File: src/rtl/jtag_scan_master_if.sv
// jtag_scan_master_if: command/response bundle between debug host logic and the JTAG scan master
interface jtag_scan_master_if #(
    parameter int MAX_LEN = 32,
    parameter int LW = $clog2(MAX_LEN + 1)
);
    logic start;
    logic ir_scan;
    logic reset_req;
    logic [LW-1:0] len;
    logic [MAX_LEN-1:0] tdi_data;
    logic busy;
    logic done;
    logic err;
    logic [MAX_LEN-1:0] tdo_data;
    modport master (
        output start, ir_scan, reset_req, len, tdi_data,
        input busy, done, err, tdo_data
    );
    modport slave (
        input start, ir_scan, reset_req, len, tdi_data,
        output busy, done, err, tdo_data
    );
endinterface

File: src/rtl/jtag_scan_master.sv
// jtag_scan_master: turns IR/DR scan and TAP reset commands into TCK/TMS/TDI sequences and captures TDO
module jtag_scan_master #(
    parameter int MAX_LEN = 32,
    parameter int DIV = 2,
    parameter int LW = $clog2(MAX_LEN + 1)
) (
    input logic CLK,
    input logic RST,
    jtag_scan_master_if.slave bus,
    input logic TDO,
    output logic TCK,
    output logic TMS,
    output logic TDI
);
    localparam int PW = $clog2(2 * DIV);
    localparam logic [PW-1:0] P_LAST = PW'(2 * DIV - 1);
    localparam logic [PW-1:0] P_RISE = PW'(DIV - 1);
    localparam logic [PW-1:0] P_HIGH = PW'(DIV);
    localparam logic [2:0] TRESET = 3'd0;
    localparam logic [2:0] IDLE = 3'd1;
    localparam logic [2:0] HEAD = 3'd2;
    localparam logic [2:0] SHIFT = 3'd3;
    localparam logic [2:0] TAIL = 3'd4;

    logic [2:0] state_q, state_d;
    logic [PW-1:0] p_q, p_d;
    logic [LW-1:0] k_q, k_d;
    logic ir_q, ir_d;
    logic [LW-1:0] len_q, len_d;
    logic [MAX_LEN-1:0] data_q, data_d;
    logic [MAX_LEN-1:0] cap_q, cap_d;
    logic [MAX_LEN-1:0] tdo_q, tdo_d;
    logic busy_q, busy_d;
    logic done_q, done_d;
    logic err_q, err_d;
    logic tck_q, tck_d;
    logic tms_q, tms_d;
    logic tdi_q, tdi_d;
    logic bit_end;

    // Sequencer: phase/bit counters, command latch, TDO capture and completion
    always_comb begin
        state_d = state_q;
        p_d = p_q;
        k_d = k_q;
        ir_d = ir_q;
        len_d = len_q;
        data_d = data_q;
        cap_d = cap_q;
        tdo_d = tdo_q;
        done_d = 1'b0;
        err_d = 1'b0;
        bit_end = p_q == P_LAST;
        if (state_q == IDLE) begin
            if (bus.reset_req) begin
                state_d = TRESET;
                p_d = '0;
                k_d = '0;
            end else if (bus.start) begin
                if (bus.len == '0 || bus.len > LW'(MAX_LEN)) begin
                    done_d = 1'b1;
                    err_d = 1'b1;
                end else begin
                    state_d = HEAD;
                    p_d = '0;
                    k_d = '0;
                    ir_d = bus.ir_scan;
                    len_d = bus.len;
                    data_d = bus.tdi_data;
                    cap_d = '0;
                end
            end
        end else begin
            p_d = bit_end ? '0 : p_q + 1'b1;
            k_d = bit_end ? k_q + 1'b1 : k_q;
            // TDO is taken on the edge where TCK rises, as the target presents it then
            if (state_q == SHIFT && p_q == P_RISE)
                cap_d = cap_q | (MAX_LEN'(TDO) << k_q);
            if (bit_end) begin
                if (state_q == TRESET && k_q == LW'(5)) begin
                    state_d = IDLE;
                    done_d = 1'b1;
                end else if (state_q == HEAD && k_q == (ir_q ? LW'(3) : LW'(2))) begin
                    state_d = SHIFT;
                    k_d = '0;
                end else if (state_q == SHIFT && k_q == len_q - 1'b1) begin
                    state_d = TAIL;
                    k_d = '0;
                end else if (state_q == TAIL && k_q == LW'(1)) begin
                    state_d = IDLE;
                    done_d = 1'b1;
                    tdo_d = cap_q;
                end
            end
        end
    end

    // Pin values derived from the next bit position so they are registered glitch-free
    always_comb begin
        busy_d = state_d != IDLE;
        tck_d = busy_d && p_d >= P_HIGH;
        tms_d = state_d == TRESET ? k_d != LW'(5) :
                state_d == HEAD ? (k_d == '0 || (ir_d && k_d == LW'(1))) :
                state_d == SHIFT ? k_d == len_d - 1'b1 :
                state_d == TAIL ? k_d == '0 : 1'b0;
        tdi_d = state_d == SHIFT && |(data_d & (MAX_LEN'(1) << k_d));
    end

    // State registers; reset parks the counters one tick before TRESET bit 0
    always_ff @(posedge CLK) begin
        if (RST) begin
            state_q <= TRESET;
            p_q <= P_LAST;
            k_q <= '1;
            ir_q <= 1'b0;
            len_q <= '0;
            data_q <= '0;
            cap_q <= '0;
            tdo_q <= '0;
            busy_q <= 1'b1;
            done_q <= 1'b0;
            err_q <= 1'b0;
            tck_q <= 1'b0;
            tms_q <= 1'b1;
            tdi_q <= 1'b0;
        end else begin
            state_q <= state_d;
            p_q <= p_d;
            k_q <= k_d;
            ir_q <= ir_d;
            len_q <= len_d;
            data_q <= data_d;
            cap_q <= cap_d;
            tdo_q <= tdo_d;
            busy_q <= busy_d;
            done_q <= done_d;
            err_q <= err_d;
            tck_q <= tck_d;
            tms_q <= tms_d;
            tdi_q <= tdi_d;
        end
    end

    assign bus.busy = busy_q;
    assign bus.done = done_q;
    assign bus.err = err_q;
    assign bus.tdo_data = tdo_q;
    assign TCK = tck_q;
    assign TMS = tms_q;
    assign TDI = tdi_q;
endmodule

File: src/flat_wrapper.sv
// flat-port wrapper written by rule: the top's interface ports become plain ports
module jtag_scan_master_flat 
#(
    parameter int MAX_LEN = 32,
    parameter int DIV = 2,
    parameter int LW = $clog2(MAX_LEN + 1)
)
  (CLK, RST, TDO, TCK, TMS, TDI, bus_start, bus_ir_scan, bus_reset_req, bus_len, bus_tdi_data, bus_busy, bus_done, bus_err, bus_tdo_data);
  jtag_scan_master_if #(.MAX_LEN(MAX_LEN), .LW(LW)) bus_i ();
  input logic CLK;
  input logic RST;
  input logic TDO;
  output logic TCK;
  output logic TMS;
  output logic TDI;
  input wire logic [$bits(bus_i.start)-1:0] bus_start;
  input wire logic [$bits(bus_i.ir_scan)-1:0] bus_ir_scan;
  input wire logic [$bits(bus_i.reset_req)-1:0] bus_reset_req;
  input wire logic [$bits(bus_i.len)-1:0] bus_len;
  input wire logic [$bits(bus_i.tdi_data)-1:0] bus_tdi_data;
  output wire logic [$bits(bus_i.busy)-1:0] bus_busy;
  output wire logic [$bits(bus_i.done)-1:0] bus_done;
  output wire logic [$bits(bus_i.err)-1:0] bus_err;
  output wire logic [$bits(bus_i.tdo_data)-1:0] bus_tdo_data;
  assign bus_i.start = bus_start;
  assign bus_i.ir_scan = bus_ir_scan;
  assign bus_i.reset_req = bus_reset_req;
  assign bus_i.len = bus_len;
  assign bus_i.tdi_data = bus_tdi_data;
  assign bus_busy = bus_i.busy;
  assign bus_done = bus_i.done;
  assign bus_err = bus_i.err;
  assign bus_tdo_data = bus_i.tdo_data;
  jtag_scan_master #(.MAX_LEN(MAX_LEN), .DIV(DIV), .LW(LW)) u_core (.CLK(CLK), .RST(RST), .bus(bus_i), .TDO(TDO), .TCK(TCK), .TMS(TMS), .TDI(TDI));
endmodule
File: config.mk
export PLATFORM = sky130hd
export DESIGN_NAME = jtag_scan_master_flat
export DESIGN_NICKNAME = d
export VERILOG_FILES = /design/src/rtl/jtag_scan_master_if.sv /design/src/rtl/jtag_scan_master.sv /design/src/flat_wrapper.sv
export SDC_FILE = /design/constraint.sdc
export NUM_CORES = 1
export LEC_CHECK = 0
export ABC_AREA = 1
export CAP_MARGIN = 20
export CORE_MARGIN = 2
export CORE_UTILIZATION = 25
export CTS_BUF_LIST = sky130_fd_sc_hd__clkbuf_8
export CTS_CLUSTER_SIZE = 40
export DETAILED_ROUTE_END_ITERATION = 10
export PLACE_DENSITY = 0.41
export SETUP_SLACK_MARGIN = 0.3
export SLEW_MARGIN = 40
export SYNTH_ARGS = -nofsm -noshare
export SYNTH_HDL_FRONTEND = slang
export SYNTH_SLANG_ARGS = --single-unit
File: constraint.sdc
create_clock -name CLK -period 6.4 [get_ports CLK]
set_input_delay 1.28 -clock CLK [delete_from_list [all_inputs] [get_ports CLK]]
set_output_delay 1.28 -clock CLK [all_outputs]
set_load 0.005 [all_outputs]
==> results.md <==
- Dividing the detail-routed via count by the number of cells gives 4.38.
- The via count of the first global-routing pass is 4,864.
- The total nets after synthesis is 849.
- The detailed-route DRC error count is 0.
- The top-level I/O count is 82.
- The net total in the final layout is 921.
- Routability-driven placement finished with a final weighted congestion of 0.790.
- After synthesis, the mean cell area works out to 7.03 um2.
- After clock tree synthesis, the flow added hold-fix buffers numbering 0.
- The startpoint type of the worst setup path is an input pin.
- The final number of max-transition violations is 0.
- Setup violations remaining at the end of the flow were counted as 0.
- Once detail routing completed, the nets flagged for antenna violations numbered 0.
- The number of cells on the worst reg-to-reg path is 21.
- Of the available clock period, the critical path in the final layout requires 57.1%.
- The die area is 0.0237 mm2.
- Between clock sinks in the finished design, the worst skew comes to 14.8 ps.
- The clock tree synthesis step divided the H-tree into 4 levels.
- The vertical extent of the die is 154 um.
- The clock transition at the registers of the reported paths is 90 ps.
- Summing over every cut layer, the via total after detailed routing is 5,098.
- In this run the standard cell core region covers 0.0220 mm2.
- The largest net degree at the start of global routing is 65.
- The final critical delay including setup and external delays is 3650 ps.
- Final hold analysis gives a worst-case slack of 458 ps.
- The cell at the slowest stage of the critical path is sky130_fd_sc_hd__inv_1.
- For this run, the register share of the synthesized area comes to 42.7%.
- The first global-routing pass estimated 26.3 mm of wire.
- The most common cell after layout, fill and taps aside is sky130_fd_sc_hd__nand2_1.
- Counting tap cells, the placed design contains a total of 1,132 instances.
- The total power consumption of the routed design is 2.43 mW.
- The worst setup path is captured at a flop.
- Max-cap violations in this run came to 0.
- The number of enable-type register cells in the synthesized netlist is 0.
- The floorplan step set the die width to 154 um.
- In this run, post-CTS repair resized a total of 0 instances.
- The headroom to the max-slew limit is 51.2%.
- The violation count after the first detailed-routing iteration is 307.
- Leaving out fill and tap cells, the most frequent cells in the layout are 127 x sky130_fd_sc_hd__nand2_1, 120 x sky130_fd_sc_hd__dfxtp_1, 106 x sky130_fd_sc_hd__nor2_1.
- In the final routed layout, each cell accounts on average for 13.9 um.
- The most used flip-flop cell after synthesis is sky130_fd_sc_hd__dfxtp_1.
- Measured on the finished design, the core utilization comes to 32.4%.
- The post-route cell area is 0.00711 mm2.
- STA puts the critical path data required time at 6740 ps.
- Across every metal layer, demand over resource in global routing totals 14.0%.
- The total global routing overflow is 0.
- The number of hold violations in the final report is 0.
- The post-placement worst setup slack is 2210 ps.
- The total standard cell area after synthesis is 0.00562 mm2.
- The first detailed-routing pass took 4 iterations.
- At the pin with the least slew margin, the transition time is 732 ps.
- The maximum root-to-sink buffer count is 2.
- The number of warning messages in the yosys log is 0.
- The number of buffers added for setup after CTS is 0.
- Derived from the worst setup path, the maximum achievable clock frequency is 274 MHz.
- The highest ir drop seen on vdd is 0.000114 V.
- The critical path arrival is 3990 ps.
- The wire-length estimate of the detail-placed layout is 11.7 mm.
- The run finished with clean final reports.
- The tree is rooted in a sky130_fd_sc_hd__clkbuf_8.
- From synthesis to final layout, the design area changed by 26.5%.
- The power per cell area is 342 mW/mm2.
- The critical-path maximum fanout is 27.
- The antenna cell count is 0.
- For this configuration, the core starts out at a cell density of 25.6%.
- Buffers inserted during clock tree synthesis total 17.
- The port buffer count is 81.
- The cell repeated most along the worst path is sky130_fd_sc_hd__nand2_1.
- The clock latency of the later-clocked register in the worst-skew pair is 440 ps.
- By startpoint and endpoint, the worst setup path is classified as input pin to flop.
- The CTS tree is done.
- The non-filler instance count after layout is 1,164.
- The number of antenna violations at the first check in global routing is 0.
- The count of different cell masters after synthesis is 40.
- The total wirelength of the detailed-routed design is 16.2 mm.
- The fraction of registers with async set/reset is 0%.
- The worst hold path belongs to the class flop to flop.
- Synthesis produced a netlist whose cell count is 799.
- The setup TNS is 0 ps.
- The final worst-path setup slack is 2750 ps.
- The number of cells on the worst hold path is 2.
- CTS saw 120 sinks.
- The register bit total from synthesis is 120.
- Row generation in the floorplan step produced 54 rows.
- After detailed placement, the total cell area comes to 0.00669 mm2.
- Of the cells placed in the final design, the portion with a size suffix greater than 1 is 10.6%.
- The leakage component of the power is 3.16 nW.
- Walking the worst path, the cells encountered are clkdlybuf4s50_1 -> nor2_1 -> nand4_1 -> and2_1 -> nand2_2 -> inv_1 -> or2_2 -> o21ai_0 -> inv_1 -> nand2_1 -> nand2_1 -> nor2_1 -> nand4_1 -> nand2_1 -> a21oi_1.
- Setup repair after global routing left no endpoint under its margin.
- For this run, the slowest stage of the critical path takes 420 ps.
cells in the mapped netlist (2+ instances only):
cell type / instances / share of area (%)
sky130_fd_sc_hd__nand2_1: 128 / 8.5
sky130_fd_sc_hd__dfxtp_1: 120 / 43
sky130_fd_sc_hd__nor2_1: 108 / 7.2
sky130_fd_sc_hd__inv_1: 97 / 6.5
sky130_fd_sc_hd__a21oi_1: 71 / 6.3
sky130_fd_sc_hd__o21ai_0: 68 / 6.1
sky130_fd_sc_hd__nand3_1: 48 / 4.3
sky130_fd_sc_hd__or2_2: 25 / 2.8
sky130_fd_sc_hd__clkbuf_1: 19 / 1.3
sky130_fd_sc_hd__nand4_1: 15 / 1.7
sky130_fd_sc_hd__nor3_1: 10 / 0.89
sky130_fd_sc_hd__buf_2: 8 / 0.71
sky130_fd_sc_hd__inv_2: 8 / 0.53
sky130_fd_sc_hd__mux2i_1: 8 / 1.4
sky130_fd_sc_hd__nand2_2: 7 / 0.78
sky130_fd_sc_hd__o21ai_1: 7 / 0.62
sky130_fd_sc_hd__buf_1: 6 / 0.40
sky130_fd_sc_hd__ha_1: 6 / 1.3
sky130_fd_sc_hd__xnor2_1: 6 / 0.93
sky130_fd_sc_hd__xor2_1: 4 / 0.62
sky130_fd_sc_hd__nand3b_1: 3 / 0.40
sky130_fd_sc_hd__nor2_2: 3 / 0.33
sky130_fd_sc_hd__o21a_1: 3 / 0.40
sky130_fd_sc_hd__a21oi_2: 2 / 0.31
sky130_fd_sc_hd__clkinv_1: 2 / 0.13
sky130_fd_sc_hd__nand2_4: 2 / 0.40
sky130_fd_sc_hd__nand3_2: 2 / 0.36
report_power, final:
group	total (mW)	switching, mW	internal (mW)
Clock	0.731	0.368	0.363
Sequential	0.849	0.0576	0.792
Combinational	0.850	0.583	0.267
Total	2.43	1.01	1.42
area by class of cell:
cell class | instances | area [um2]
Multi-Input combinational cell | 539 | 2690
Timing Repair Buffer | 86 | 848
Tap cell | 280 | 350
Fill cell | 2402 | 14900
Inverter | 107 | 402
Clock inverter | 15 | 181
Sequential cell | 120 | 2400
Clock buffer | 17 | 234
path summary, 6_finish.rpt:
path | startpoint | endpoint | slack [ps]
worst max-delay path | bus_len[0] | u_core.TDI$_SDFF_PP0_ | 2750
worst min-delay path | u_core.cap_q[16]$_SDFFE_PP0P_ | u_core.bus.tdo_data[16]$_SDFFE_PP0P_ | 460
worst max register to register | u_core.len_q[0]$_SDFF_PP0_ | u_core.TDI$_SDFF_PP0_ | 3530
worst min register to register | u_core.cap_q[16]$_SDFFE_PP0P_ | u_core.bus.tdo_data[16]$_SDFFE_PP0P_ | 460
layer usage:
layer,wire [um],part of all wire [%],track usage (%),up-vias
met5,0,0,0,-
li1,-,-,-,2717
met2,7320,45,22.6,106
met4,237,1.5,4.90,0
met3,625,3.9,3.10,16
met1,8030,50,18.6,2259
worst max-delay path, delay by kind of cell:
family	cells	cell delay (ps)
AND/OR/NAND/NOR	10	1630
AO/OA/AOI/OAI	2	170
buffers and inverters	3	910
sequential cells by signal (all words and copies together) (netlist names):
register / count
u_core.bus.tdo_data: 32
u_core.cap_q: 32
u_core.data_q: 32
u_core.k_q: 6
u_core.len_q: 6
u_core.state_q: 3
u_core.p_q: 2
u_core.TCK: 1
u_core.TDI: 1
u_core.TMS: 1
u_core.bus.busy: 1
u_core.bus.done: 1
u_core.bus.err: 1
u_core.ir_q: 1
cells by family (layout without fill, tap and decap cells):
logic type               Yosys count  after routing  share of synthesized area (%)
flip-flops                       120            120                           42.7
AO/OA/AOI/OAI                    159            159                           15.0
adder cells (fa/ha/maj)            6              6                           1.34
AND/OR/NAND/NOR                  356            356                           28.4
multiplexers                       8              8                           1.42
buffers and inverters            140            225                           9.53
XOR/XNOR                          10             10                           1.56
Power figures use the tool's default switching activity.
